===== src/rtl/ysyx_22040895_pkg.sv =====
// Shared writeback types: GPR data/address widths and the queued entry.
package ysyx_22040895_pkg;

  localparam int XLEN = 64;
  localparam int RAW  = 5;

  typedef struct packed {
    logic [RAW-1:0]  rd;
    logic [XLEN-1:0] data;
  } wb_entry_t;

endpackage


===== src/rtl/ysyx_22040895_wb_fifo.sv =====
// In-order circular buffer for pending GPR writes.
// All slots are exposed so the top can search them for forwarding.
module ysyx_22040895_wb_fifo
  import ysyx_22040895_pkg::*;
#(
  parameter int DEPTH = 4,
  localparam int AW = $clog2(DEPTH),
  localparam int CW = AW + 1
) (
  input  logic                  clk,
  input  logic                  rst,
  input  logic                  push_i,
  input  wb_entry_t             din_i,
  input  logic                  pop_i,
  output wb_entry_t             head_o,
  output logic                  full_o,
  output logic                  empty_o,
  output logic [CW-1:0]         count_o,
  output logic [AW-1:0]         rptr_o,
  output wb_entry_t [DEPTH-1:0] mem_o
);

  wb_entry_t [DEPTH-1:0] mem_q;
  logic [AW-1:0] wptr_q;
  logic [AW-1:0] rptr_q;
  logic [CW-1:0] cnt_q;

  // Power-of-two depth: pointer increments wrap on their own.
  always_ff @(posedge clk or negedge rst) begin
    if (!rst) begin
      mem_q  <= '0;
      wptr_q <= '0;
      rptr_q <= '0;
      cnt_q  <= '0;
    end else begin
      if (push_i) begin
        mem_q[wptr_q] <= din_i;
        wptr_q        <= wptr_q + AW'(1);
      end
      if (pop_i) begin
        rptr_q <= rptr_q + AW'(1);
      end
      unique case ({push_i, pop_i})
        2'b10:   cnt_q <= cnt_q + CW'(1);
        2'b01:   cnt_q <= cnt_q - CW'(1);
        default: cnt_q <= cnt_q;
      endcase
    end
  end

  assign head_o  = mem_q[rptr_q];
  assign full_o  = (cnt_q == CW'(DEPTH));
  assign empty_o = (cnt_q == '0);
  assign count_o = cnt_q;
  assign rptr_o  = rptr_q;
  assign mem_o   = mem_q;

endmodule


===== src/rtl/ysyx_22040895_wbu.sv =====
// Writeback unit: LSU/EXU arbitration into an in-order write queue,
// one regfile write per cycle, and two youngest-match forwarding ports.
module ysyx_22040895_wbu
  import ysyx_22040895_pkg::*;
#(
  parameter int DEPTH = 4,
  localparam int AW = $clog2(DEPTH),
  localparam int CW = AW + 1
) (
  input  logic            clk,
  input  logic            rst,
  input  logic            exu_valid_i,
  output logic            exu_ready_o,
  input  logic [RAW-1:0]  exu_rd_i,
  input  logic [XLEN-1:0] exu_data_i,
  input  logic            lsu_valid_i,
  output logic            lsu_ready_o,
  input  logic [RAW-1:0]  lsu_rd_i,
  input  logic [XLEN-1:0] lsu_data_i,
  input  logic            wb_stall_i,
  output logic            we_o,
  output logic [RAW-1:0]  waddr_o,
  output logic [XLEN-1:0] wdata_o,
  input  logic [RAW-1:0]  q1_addr_i,
  output logic            q1_hit_o,
  output logic [XLEN-1:0] q1_data_o,
  input  logic [RAW-1:0]  q2_addr_i,
  output logic            q2_hit_o,
  output logic [XLEN-1:0] q2_data_o,
  output logic [CW-1:0]   count_o
);

  wb_entry_t             din;
  wb_entry_t             head;
  wb_entry_t [DEPTH-1:0] mem;
  logic                  full;
  logic                  empty;
  logic [CW-1:0]         cnt;
  logic [AW-1:0]         rptr;
  logic                  lsu_fire;
  logic                  exu_fire;
  logic                  push;
  logic                  pop;

  assign lsu_ready_o = !full;
  assign exu_ready_o = !full && !lsu_valid_i;
  assign lsu_fire    = lsu_valid_i && lsu_ready_o;
  assign exu_fire    = exu_valid_i && exu_ready_o;

  assign din.rd   = lsu_fire ? lsu_rd_i : exu_rd_i;
  assign din.data = lsu_fire ? lsu_data_i : exu_data_i;
  // x0 writes complete the handshake but are never queued.
  assign push = (lsu_fire || exu_fire) && (din.rd != '0);

  assign we_o    = !empty && !wb_stall_i;
  assign pop     = we_o;
  assign waddr_o = we_o ? head.rd : '0;
  assign wdata_o = we_o ? head.data : '0;
  assign count_o = cnt;

  ysyx_22040895_wb_fifo #(.DEPTH(DEPTH)) u_fifo (
    .clk     (clk),
    .rst     (rst),
    .push_i  (push),
    .din_i   (din),
    .pop_i   (pop),
    .head_o  (head),
    .full_o  (full),
    .empty_o (empty),
    .count_o (cnt),
    .rptr_o  (rptr),
    .mem_o   (mem)
  );

  // Walk oldest to youngest so the last match wins.
  function automatic logic [XLEN:0] fwd(
    input logic [RAW-1:0]        a,
    input wb_entry_t [DEPTH-1:0] m,
    input logic [AW-1:0]         rp,
    input logic [CW-1:0]         n
  );
    logic [XLEN:0] r;
    logic [AW-1:0] idx;
    r = '0;
    for (int i = 0; i < DEPTH; i++) begin
      idx = rp + AW'(i);
      if (CW'(i) < n && m[idx].rd == a && a != '0) begin
        r = {1'b1, m[idx].data};
      end
    end
    return r;
  endfunction

  always_comb begin
    {q1_hit_o, q1_data_o} = fwd(q1_addr_i, mem, rptr, cnt);
    {q2_hit_o, q2_data_o} = fwd(q2_addr_i, mem, rptr, cnt);
  end

endmodule


===== config.mk =====
export PLATFORM = sky130hd
export DESIGN_NAME = ysyx_22040895_wbu
export DESIGN_NICKNAME = d
export VERILOG_FILES = /design/src/rtl/ysyx_22040895_pkg.sv /design/src/rtl/ysyx_22040895_wb_fifo.sv /design/src/rtl/ysyx_22040895_wbu.sv
export SDC_FILE = /design/constraint.sdc
export NUM_CORES = 1
export LEC_CHECK = 0
export BUFFER_PORTS_ARGS = -buffer_cell sky130_fd_sc_hd__buf_2
export CORE_MARGIN = 8
export CORE_UTILIZATION = 60
export DETAILED_ROUTE_END_ITERATION = 10
export PLACE_DENSITY_LB_ADDON = 0.3
export SYNTH_ARGS = -nofsm -noshare
export SYNTH_HDL_FRONTEND = slang
export SYNTH_SLANG_ARGS = --single-unit

===== constraint.sdc =====
create_clock -name clk -period 5.9 [get_ports clk]
set_clock_uncertainty 0.05 [all_clocks]
set_input_delay 0.59 -clock clk [delete_from_list [all_inputs] [get_ports clk]]
set_output_delay 0.59 -clock clk [all_outputs]
set_load 0.005 [all_outputs]

======== Word level (Yosys, flattened, before mapping) ========
Cells that the tools add are included.
storage, ports and cells
  register bits after elaboration ......... 283
  output and inout bits ................... 205
  input port bits ......................... 153
  word-level logic and storage cells ...... 94
cells by class
  equality and inequality tests ........... 11
  multiplexer cells ....................... 24
  add/subtract/negate cells ............... 6
  reduce and logical (&&, ||, !) cells .... 32
  magnitude comparators ................... 10
operator list
  cell                   count
  $bmux W69 S2           4
  $mux W65               8
  $mux W69               5
  $bwmux W276            1
  $demux W69 S2          1
  $mux W64               2
  $eq A5 B5 Y1           8
  $logic_and A1 B1 Y1    22
  $lt A2 B3 Y1 const B   5
  $reduce_bool A5 Y1     3
  $mux W5                2
  $lt A1 B3 Y1 const A   2
  $lt A2 B3 Y1 const A   2
  $pmux W3 S2            1
  $add A2 B1 Y2 const B  2
  $add A2 B2 Y2 const B  2
  $logic_not A1 Y1       4
  $add A3 B1 Y3 const B  1
  $eq A3 B3 Y1 const B   1
  $logic_not A3 Y1       1
  $sub A3 B1 Y3 const B  1
  $eq A2 B1 Y1 const B   1
  $eq A2 B2 Y1 const B   1
  $ge A2 B1 Y1 const B   1
  2 further kinds        2

======== Longest topological paths before layout ========
Gate-level depths: netlist of the first run.
  depth after elaboration ................. 9
  gate-level depth with buffers ........... 12
  depth with buffers taken out ............ 11

======== Modules after synthesis ========
From an unflattened synthesis of the first run, not the netlist that was laid out.
second synthesis, totals
  cells, all modules ...................... 2,504
  area total of the unflattened synthesis .. 24,985.2 sq um
modules (own cells, without submodules)
  module                 sequential area each (sq um)  cells an instance  area an instance (sq um)  instances
  ysyx_22040895_wbu      0.0                           1,802              12,498.2                  1
  ysyx_22040895_wb_fifo  7,081.8                       702                12,487.0                  1

======== Least setup slack after synthesis of the first run ========
No wires, ideal clock.
  path type ............................... input port to output port
  start point ............................. in q1_addr_i[2]
  end point ............................... out q1_data_o[23]
  stages on the path ...................... 9
  path buffers ............................ 2
  data required time ...................... 5.260 ns
  path slack .............................. 2.574 ns
  arrival time ............................ 2.686 ns
  cell sequence ........................... clkbuf_1 or4_1 nor2_1 and3b_1 o2111ai_2 clkbuf_1 mux2_2 nand4_1 o221ai_1
on the way
  cells in the longest elaborated chain, start to end .. 7
  elaborated cells between the ends (all ways) .. 17
  classes of those cells .................. eq/ne: 4; mux: 4; reduce/logical: 9
RTL lines
  item                               RTL line                 RTL
  from (decl)                        ysyx_22040895_wbu.sv:24  input logic [RAW-1:0] q1_addr_i,
  $eq A5 B5 Y1                       ysyx_22040895_wbu.sv:87  if (CW'(i) < n && m[idx].rd == a && a != '0) begin
  $logic_and A1 B1 Y1 (2 in series)  ysyx_22040895_wbu.sv:87
  $mux W65 (3 in series)             ysyx_22040895_wbu.sv:87
  $mux W65 (*)                       ysyx_22040895_wbu.sv:87
  to (decl)                          ysyx_22040895_wbu.sv:26  output logic [XLEN-1:0] q1_data_o,
Every way passes the cells marked *; elsewhere a longest branch is shown, timed or not.

======== Worst setup path after layout of the first run ========
  start point ............................. reg u_fifo.rptr_q[1] (netlist: u_fifo.rptr_o[1])
  end point ............................... out q2_data_o[29]
on the way
  cells in the longest elaborated chain, start to end .. 9
  elaborated cells between the ends (all ways) .. 27
  classes of those cells .................. add/sub: 3; eq/ne: 4; mux: 12; reduce/logical: 8
RTL lines
  item                                                            RTL line                                                                   RTL
  from (decl)                                                     ysyx_22040895_wb_fifo.sv:25                                                logic [AW-1:0] rptr_q;
  from (signal assigned)                                          ysyx_22040895_wb_fifo.sv:41                                                rptr_q <= rptr_q + AW'(1);
  $add A2 B1 Y2 or $bmux W69 S2 (tied branches)                   ysyx_22040895_wbu.sv:86, ysyx_22040895_wbu.sv:87, ysyx_22040895_wbu.sv:88
  $bmux W69 S2 or $mux W69 (tied branches)                        ysyx_22040895_wbu.sv:87, ysyx_22040895_wbu.sv:88
  $mux W69 (implied by the code) or $eq A5 B5 Y1 (tied branches)  ysyx_22040895_wbu.sv:88, ysyx_22040895_wbu.sv:87
  $eq A5 B5 Y1 or $logic_and A1 B1 Y1 (tied branches)             ysyx_22040895_wbu.sv:87
  $logic_and A1 B1 Y1                                             ysyx_22040895_wbu.sv:87
  $logic_and A1 B1 Y1 or $mux W65 (tied branches)                 ysyx_22040895_wbu.sv:87
  $mux W65 (2 in series)                                          ysyx_22040895_wbu.sv:87
  $mux W65 (*)                                                    ysyx_22040895_wbu.sv:87
  to (decl)                                                       ysyx_22040895_wbu.sv:29                                                    output logic [XLEN-1:0] q2_data_o,
Every way passes the cells marked *; elsewhere a longest branch is shown, timed or not. The select of a mux whose other input is x is not followed.

==> results.py, run 1 <==
metrics = {
    "critical_path": {
        "crit_arrival_ns": 4.82,
        "r2r_slack_ns": 1.84,
        "rr_startpoint": "u_fifo.count_o[1]",
        "critical_path_peak_fanout": 77,
        "start_kind": "flop",
        "endpoint_kind": "output port",
        "required_ns": 5.26,
        "r2r-end": "u_fifo.mem_o[86]",
        "crit_type": "reg -> out",
        "crit_path_start": "u_fifo.rptr_o[1]",
        "r2r.worst_path.cells": 8,
    },
    "pwr": {
        "vdd_ir_drop_max_mv": 0.386,
        "pwr_density_cell_nw_per_um2": 638,
        "power_leakage_nw": 12.2,
    },
    "clock_network": {
        "postCtsHoldBufs": 1,
        "clk_latency_ns": 0.55,
        "cts_root_buf": "clkbuf_16",
        "htreeDepth": 1,
        "cts_made_buffers": 31,
        "clock-sinks": 283,
        "cts_tree": "yes",
        "clk_pin_slew_ns": 0.06,
        "max-clock-path-buffers": 3,
        "post_cts_buffers": 0,
        "cts_resized": 0,
    },
    "yosys": {
        "synth.yosys.seq_area_share_pct": 31.6,
        "syn_inst": 2404,
        "async_reset_ff_share_pct": 100,
        "synth_seq_cells": 283,
        "synthesis.area_um2": 22400,
        "syn_nets": 2566,
        "synthFlopType": "dfrtp_1",
        "avgSynthCellArea_um2": 9.31,
        "synth-edff-count": 0,
        "ys_types": 56,
        "synth-warning-count": 0,
    },
    "global_route": {
        "antenna_found_initial": 0,
        "grt.overflow.total": 0,
        "grt.total_usage_pct": 31.0,
        "grt_max_degree": 174,
        "first_global_vias": 20900,
        "grt_pass1_wl_mm": 112,
    },
    "timing": {
        "maxSlewViolCount": 0,
        "worstMarginPinSlew_ns": 1.23,
        "hold_viol_final": 0,
        "period_needed_ns": 5.46,
        "setup_viol": 0,
        "final.setup.tns_ns": 0,
        "maxSlewHeadroom_pct": 17.9,
        "fmax_mhz": 183,
        "fin_crit_sh_pct": 92.5,
        "grt_setup_unrepaired": "false",
    },
    "hold_path": {
        "whs_path_depth": 3,
        "hp-class": "in -> reg",
        "whs_endpoint": "u_fifo.mem_o[73]",
        "hp-start": "exu_data_i[4]",
    },
    "floorplanning": {
        "die_x_um": 209,
        "io_pins": 358,
        "dieArea_um2": 43700,
        "rows": 70,
        "start_util_pct": 61.0,
        "design.core.area_um2": 36700,
        "die_y_um": 209,
    },
    "place": {
        "gp_congestion": 0.913,
        "dp_hpwl_mm": 46.6,
        "numPortBuffers": 357,
    },
    "finish": {
        "mostFrequentLayoutCell": "nand2_1",
        "final_cell_mix": "nand2_1, buf_2, o21ai_0, dfrtp_1, mux2i_1",
        "nets": 2754,
        "fin_util_pct": 68.2,
        "insertedDiodeCount": 0,
        "drive_gt1_share_pct": 27.6,
        "fillers": 2906,
        "area_growth_pct": 11.8,
    },
    "route": {
        "vias_per_cell": 6.60,
        "wire_per_inst_um": 22.7,
        "drt_pass1_iterations": 6,
        "drtAntennaViolNets": 0,
        "vias": 20400,
        "drt_wl_total_mm": 70.0,
        "route.detailed.drc": 0,
        "drt_iter0_markers": 1746,
    },
    "run": {
        "maxCapViolations": 0,
    },
    "status": {
        "outcome": "finished clean",
    },
}
==> power by group <==
group / internal, mW / switching (mW)
Clock: 1.09 / 0.805
Sequential: 2.88 / 1.03
Combinational: 4.28 / 5.88
==> final cells by class <==
type	instances	area, µm²	share of cell area, %
clock buffer	44	895	3.57
inverter	60	230	0.920
timing repair buffer	390	2150	8.58
sequential	283	7090	28.3
tap	468	586	2.34
multi-input combinational	1826	14000	55.9
clock inverter	12	97.6	0.390
==> cell families after synthesis <==
kind of cell | synth area share, %
AOI/OAI and AO/OA | 18.0
buffers and inverters | 6.27
and+or+nand+nor | 14.4
DFF | 31.6
xor gates and xnor gates | 1.92
adders and majority gates | 0.503
muxes | 27.2
==> cells in the mapped netlist, types with 4 or more instances <==
library cell	count	share of area [%]
inv_1	59	0.99
buf_1	20	0.34
buf_6	22	1.1
xor2_1	12	0.47
a221oi_1	26	1.0
nand2_1	489	8.2
o21ai_0	344	7.7
mux2_2	61	3.1
nor4_1	4	0.11
buf_4	6	0.20
and3_1	16	0.45
nor2_1	83	1.4
a221oi_2	69	4.6
nor3_1	34	0.76
o221ai_1	48	1.9
nor3_2	8	0.36
mux2i_1	277	12
buf_2	60	1.3
o22a_1	14	0.55
nand4_1	48	1.3
xnor2_1	37	1.4
and2_1	51	1.4
dfrtp_1	283	32
a31oi_1	4	0.11
mux4_2	106	11
a211oi_2	14	0.78
ha_1	9	0.50
mux2_1	21	1.1
a21oi_1	18	0.40
a211oi_1	5	0.17
clkbuf_1	125	2.1
==> registers in the layout (all words and copies together), names as in the netlist <==
name,count
u_fifo.count_o,3
u_fifo.rptr_o,2
u_fifo.wptr_q,2
u_fifo.mem_o,276
==> metal layers <==
layer | global-route usage, % | share of wire [%]
met5 | 0 | 0
met3 | 6.70 | 8.8
met2 | 52.3 | 48
met4 | 15.5 | 4.8
met1 | 37.2 | 38
==> critical path: stages, from the launching register on <==
cell and delay, ns:
dfrtp_4 1.04, mux4_2 0.61, xor2_1 0.26, nor4_2 0.11
o21ai_2 0.44, and2_4 0.99, buf_4 0.46, a221oi_2 0.09
buf_2 0.17
==> per-stage QoR <==
stage / cells / worst slack (ns) / hold slack (ns) / total power [mW] / area, µm²
finish: 3083 / 0.440 / 0.342 / 16.0 / 25000
global route: 3083 / 0.308 / 0.346 / 17.2 / 25000
CTS: 3083 / 0.534 / 0.334 / 15.9 / 25000
detailed placement: 3026 / 1.13 / 0.438 / 13.9 / 24000
global placement: 3026 / 1.16 / 0.427 / 13.5 / 24000
floorplan: 2404 / 2.57 / 0.244 / 11.2 / 22400
==> worst max-delay path by stage <==
stage | depth (start not counted) | to
finish | 8 | q2_data_o[29]
global route | 9 | q2_data_o[3]
CTS | 8 | q2_data_o[17]
detailed placement | 8 | q2_data_o[17]
global placement | 8 | q2_data_o[29]
floorplan | 9 | q1_data_o[23]
Note: power is estimated with default switching activity, not from simulation.
==> inputs of run 2 (changes only) <==
Settings changed: ABC_AREA from default to 1, CAP_MARGIN from default to 30, CORE_MARGIN 8 to 2.
==> results.py, run 2 <==
metrics = {
    "status": {
        "outcome": "complete, but fails checks",
        "violations": "hold timing",
    },
    "finish": {
        "largest_reg_flops": 276,
        "design_area_um2": 28000,
        "drive_gt1_share_pct": 12.7,
        "area_growth_pct": 10.3,
        "nets": 4665,
        "insertedDiodeCount": 0,
        "mostFrequentLayoutCell": "nand2_1",
        "final_cells": 5065,
        "fin_util_pct": 66.9,
        "final_cell_mix": "nand2_1, o21ai_0, inv_1, nor2_1, buf_2",
    },
    "yosys": {
        "synthFlopType": "dfrtp_1",
        "synthesis.area_um2": 25400,
        "yosysTopAreaCell": "dfrtp_1",
        "ys_top_cells_by_count": "nand2_1, o21ai_0, inv_1",
        "syn_inst": 4374,
        "ys_types": 37,
        "synth-warning-count": 0,
        "synth_top_area_share_pct": 27.9,
        "synth.yosys.seq_area_share_pct": 27.9,
        "synth_most_common_cell": "nand2_1",
        "synth_area_leaders": "dfrtp_1, nand2_1, o21ai_0",
        "syn_nets": 4536,
        "synth-edff-count": 0,
        "avgSynthCellArea_um2": 5.80,
        "synth_seq_cells": 283,
        "async_reset_ff_share_pct": 100,
    },
    "timing": {
        "fin_ws_ns": 0.910,
        "worstMarginPinSlew_ns": 0.990,
        "final.setup.tns_ns": 0,
        "worst_hold_slack_ns": -0.000514,
        "fin_crit_sh_pct": 84.6,
        "setup_viol": 0,
        "maxSlewHeadroom_pct": 34.0,
        "grt_setup_unrepaired": "false",
        "hold_viol_final": 1,
        "maxSlewViolCount": 0,
        "fmax_mhz": 200,
        "period_needed_ns": 4.99,
    },
    "floorplanning": {
        "die_y_um": 210,
        "start_util_pct": 60.7,
        "design.core.area_um2": 41900,
        "die_x_um": 210,
        "dieArea_um2": 44000,
        "io_pins": 358,
        "rows": 75,
    },
    "clock_network": {
        "max-clock-path-buffers": 3,
        "clock-sinks": 283,
        "cts_root_buf": "clkbuf_16",
        "cts_made_buffers": 35,
        "post_cts_buffers": 0,
        "htreeDepth": 2,
        "cts_resized": 0,
        "clk_latency_ns": 0.55,
        "cts_tree": "yes",
        "postCtsHoldBufs": 0,
        "clk_pin_slew_ns": 0.06,
    },
    "route": {
        "drtAntennaViolNets": 0,
        "drt_wl_total_mm": 79.2,
        "vias": 27900,
        "vias_per_cell": 5.51,
        "wl_met1_mm": 32.1,
        "drt_pass1_iterations": 7,
        "wire_per_inst_um": 15.6,
        "route.detailed.drc": 0,
        "top_layer": "met4",
        "drt_iter0_markers": 2706,
        "dr_wl_met3_mm": 7.87,
        "route.met2.wl_mm": 35.6,
    },
    "place": {
        "numPortBuffers": 357,
        "gp_congestion": 0.956,
        "dp_slack_ns": 1.54,
        "dp_hpwl_mm": 51.6,
        "numPlacedInstances": 5003,
        "placed_cell_area_um2": 26700,
    },
    "critical_path": {
        "critical_path_peak_fanout": 84,
        "start_kind": "flop",
        "required_ns": 5.26,
        "crit_path_start": "u_fifo.rptr_o[0]",
        "crit_arrival_ns": 4.35,
        "crit_type": "reg -> out",
        "endpoint_kind": "output port",
        "rr_startpoint": "u_fifo.count_o[0]",
        "r2r_slack_ns": 2.04,
    },
    "global_route": {
        "grt.total_usage_pct": 35.3,
        "antenna_found_initial": 0,
        "grt_max_degree": 143,
        "first_global_vias": 24900,
        "grt.overflow.total": 0,
        "grt_pass1_wl_mm": 126,
    },
    "pwr": {
        "vdd_ir_drop_max_mv": 0.687,
        "power_leakage_nw": 15.5,
        "pwr_density_cell_nw_per_um2": 655,
        "p_total_mw": 18.3,
    },
    "hold_path": {
        "hp-class": "in -> async",
    },
    "run": {
        "maxCapViolations": 0,
    },
}
-- run 2: cell type report --
type,count,area [µm²]
Clock buffer,48,1050
Clock inverter,12,163
Fill cell,3979,13900
Inverter,567,2140
Multi-Input combinational cell,3213,14600
Sequential cell,283,7090
Tap cell,539,674
Timing Repair Buffer,403,2330
-- run 2: path summary, 6_finish.rpt --
check	endpoint	cells past startpoint
setup / recovery	q2_data_o[39]	15
hold / removal	u_fifo.wptr_q[1]	1
setup reg to reg	u_fifo.mem_o[182]	14
hold reg to reg	u_fifo.mem_o[42]	2
max in group asynchronous	u_fifo.mem_o[30]	2
min in group clk	u_fifo.rptr_o[1]	4
-- run 2: per-layer routing --
metal  GRT usage, %  vias to the layer above
met5              0                        -
met4           16.7                        0
met3           5.54                      238
met2           57.3                     1391
met1           46.5                    12500
li1               -                    13800
-- run 2: critical path, stage by stage (launching register included) --
cell and delay (ns):
dfrtp_4 0.72, inv_4 0.38, nand2_1 0.21, nand2_8 0.40, nand2_1 0.14, nand2_1 0.12
nor2_1 0.07, nor2_1 0.20, nand3_4 0.51, buf_4 0.46, nor2_1 0.13, nor2_1 0.06
nand2_1 0.09, nand2_1 0.05, nand2_1 0.09, buf_2 0.13
-- run 2: where the power goes --
part	switching, mW	internal [mW]
clock network	0.880	1.41
registers	0.565	2.92
logic	8.64	3.92
-- run 2: kinds of logic (layout without fill, tap and decap cells) --
family                     Yosys count  in the layout  share of synthesized area, %
buffers and inverters              878           1030                          15.3
and+or+nand+nor                   2322           2322                          36.5
xor gates and xnor gates            10             10                         0.345
adders and majority gates            9              9                         0.444
AOI/OAI and AO/OA                  808            808                          16.7
DFF                                283            283                          27.9
muxes                               64             64                          2.84
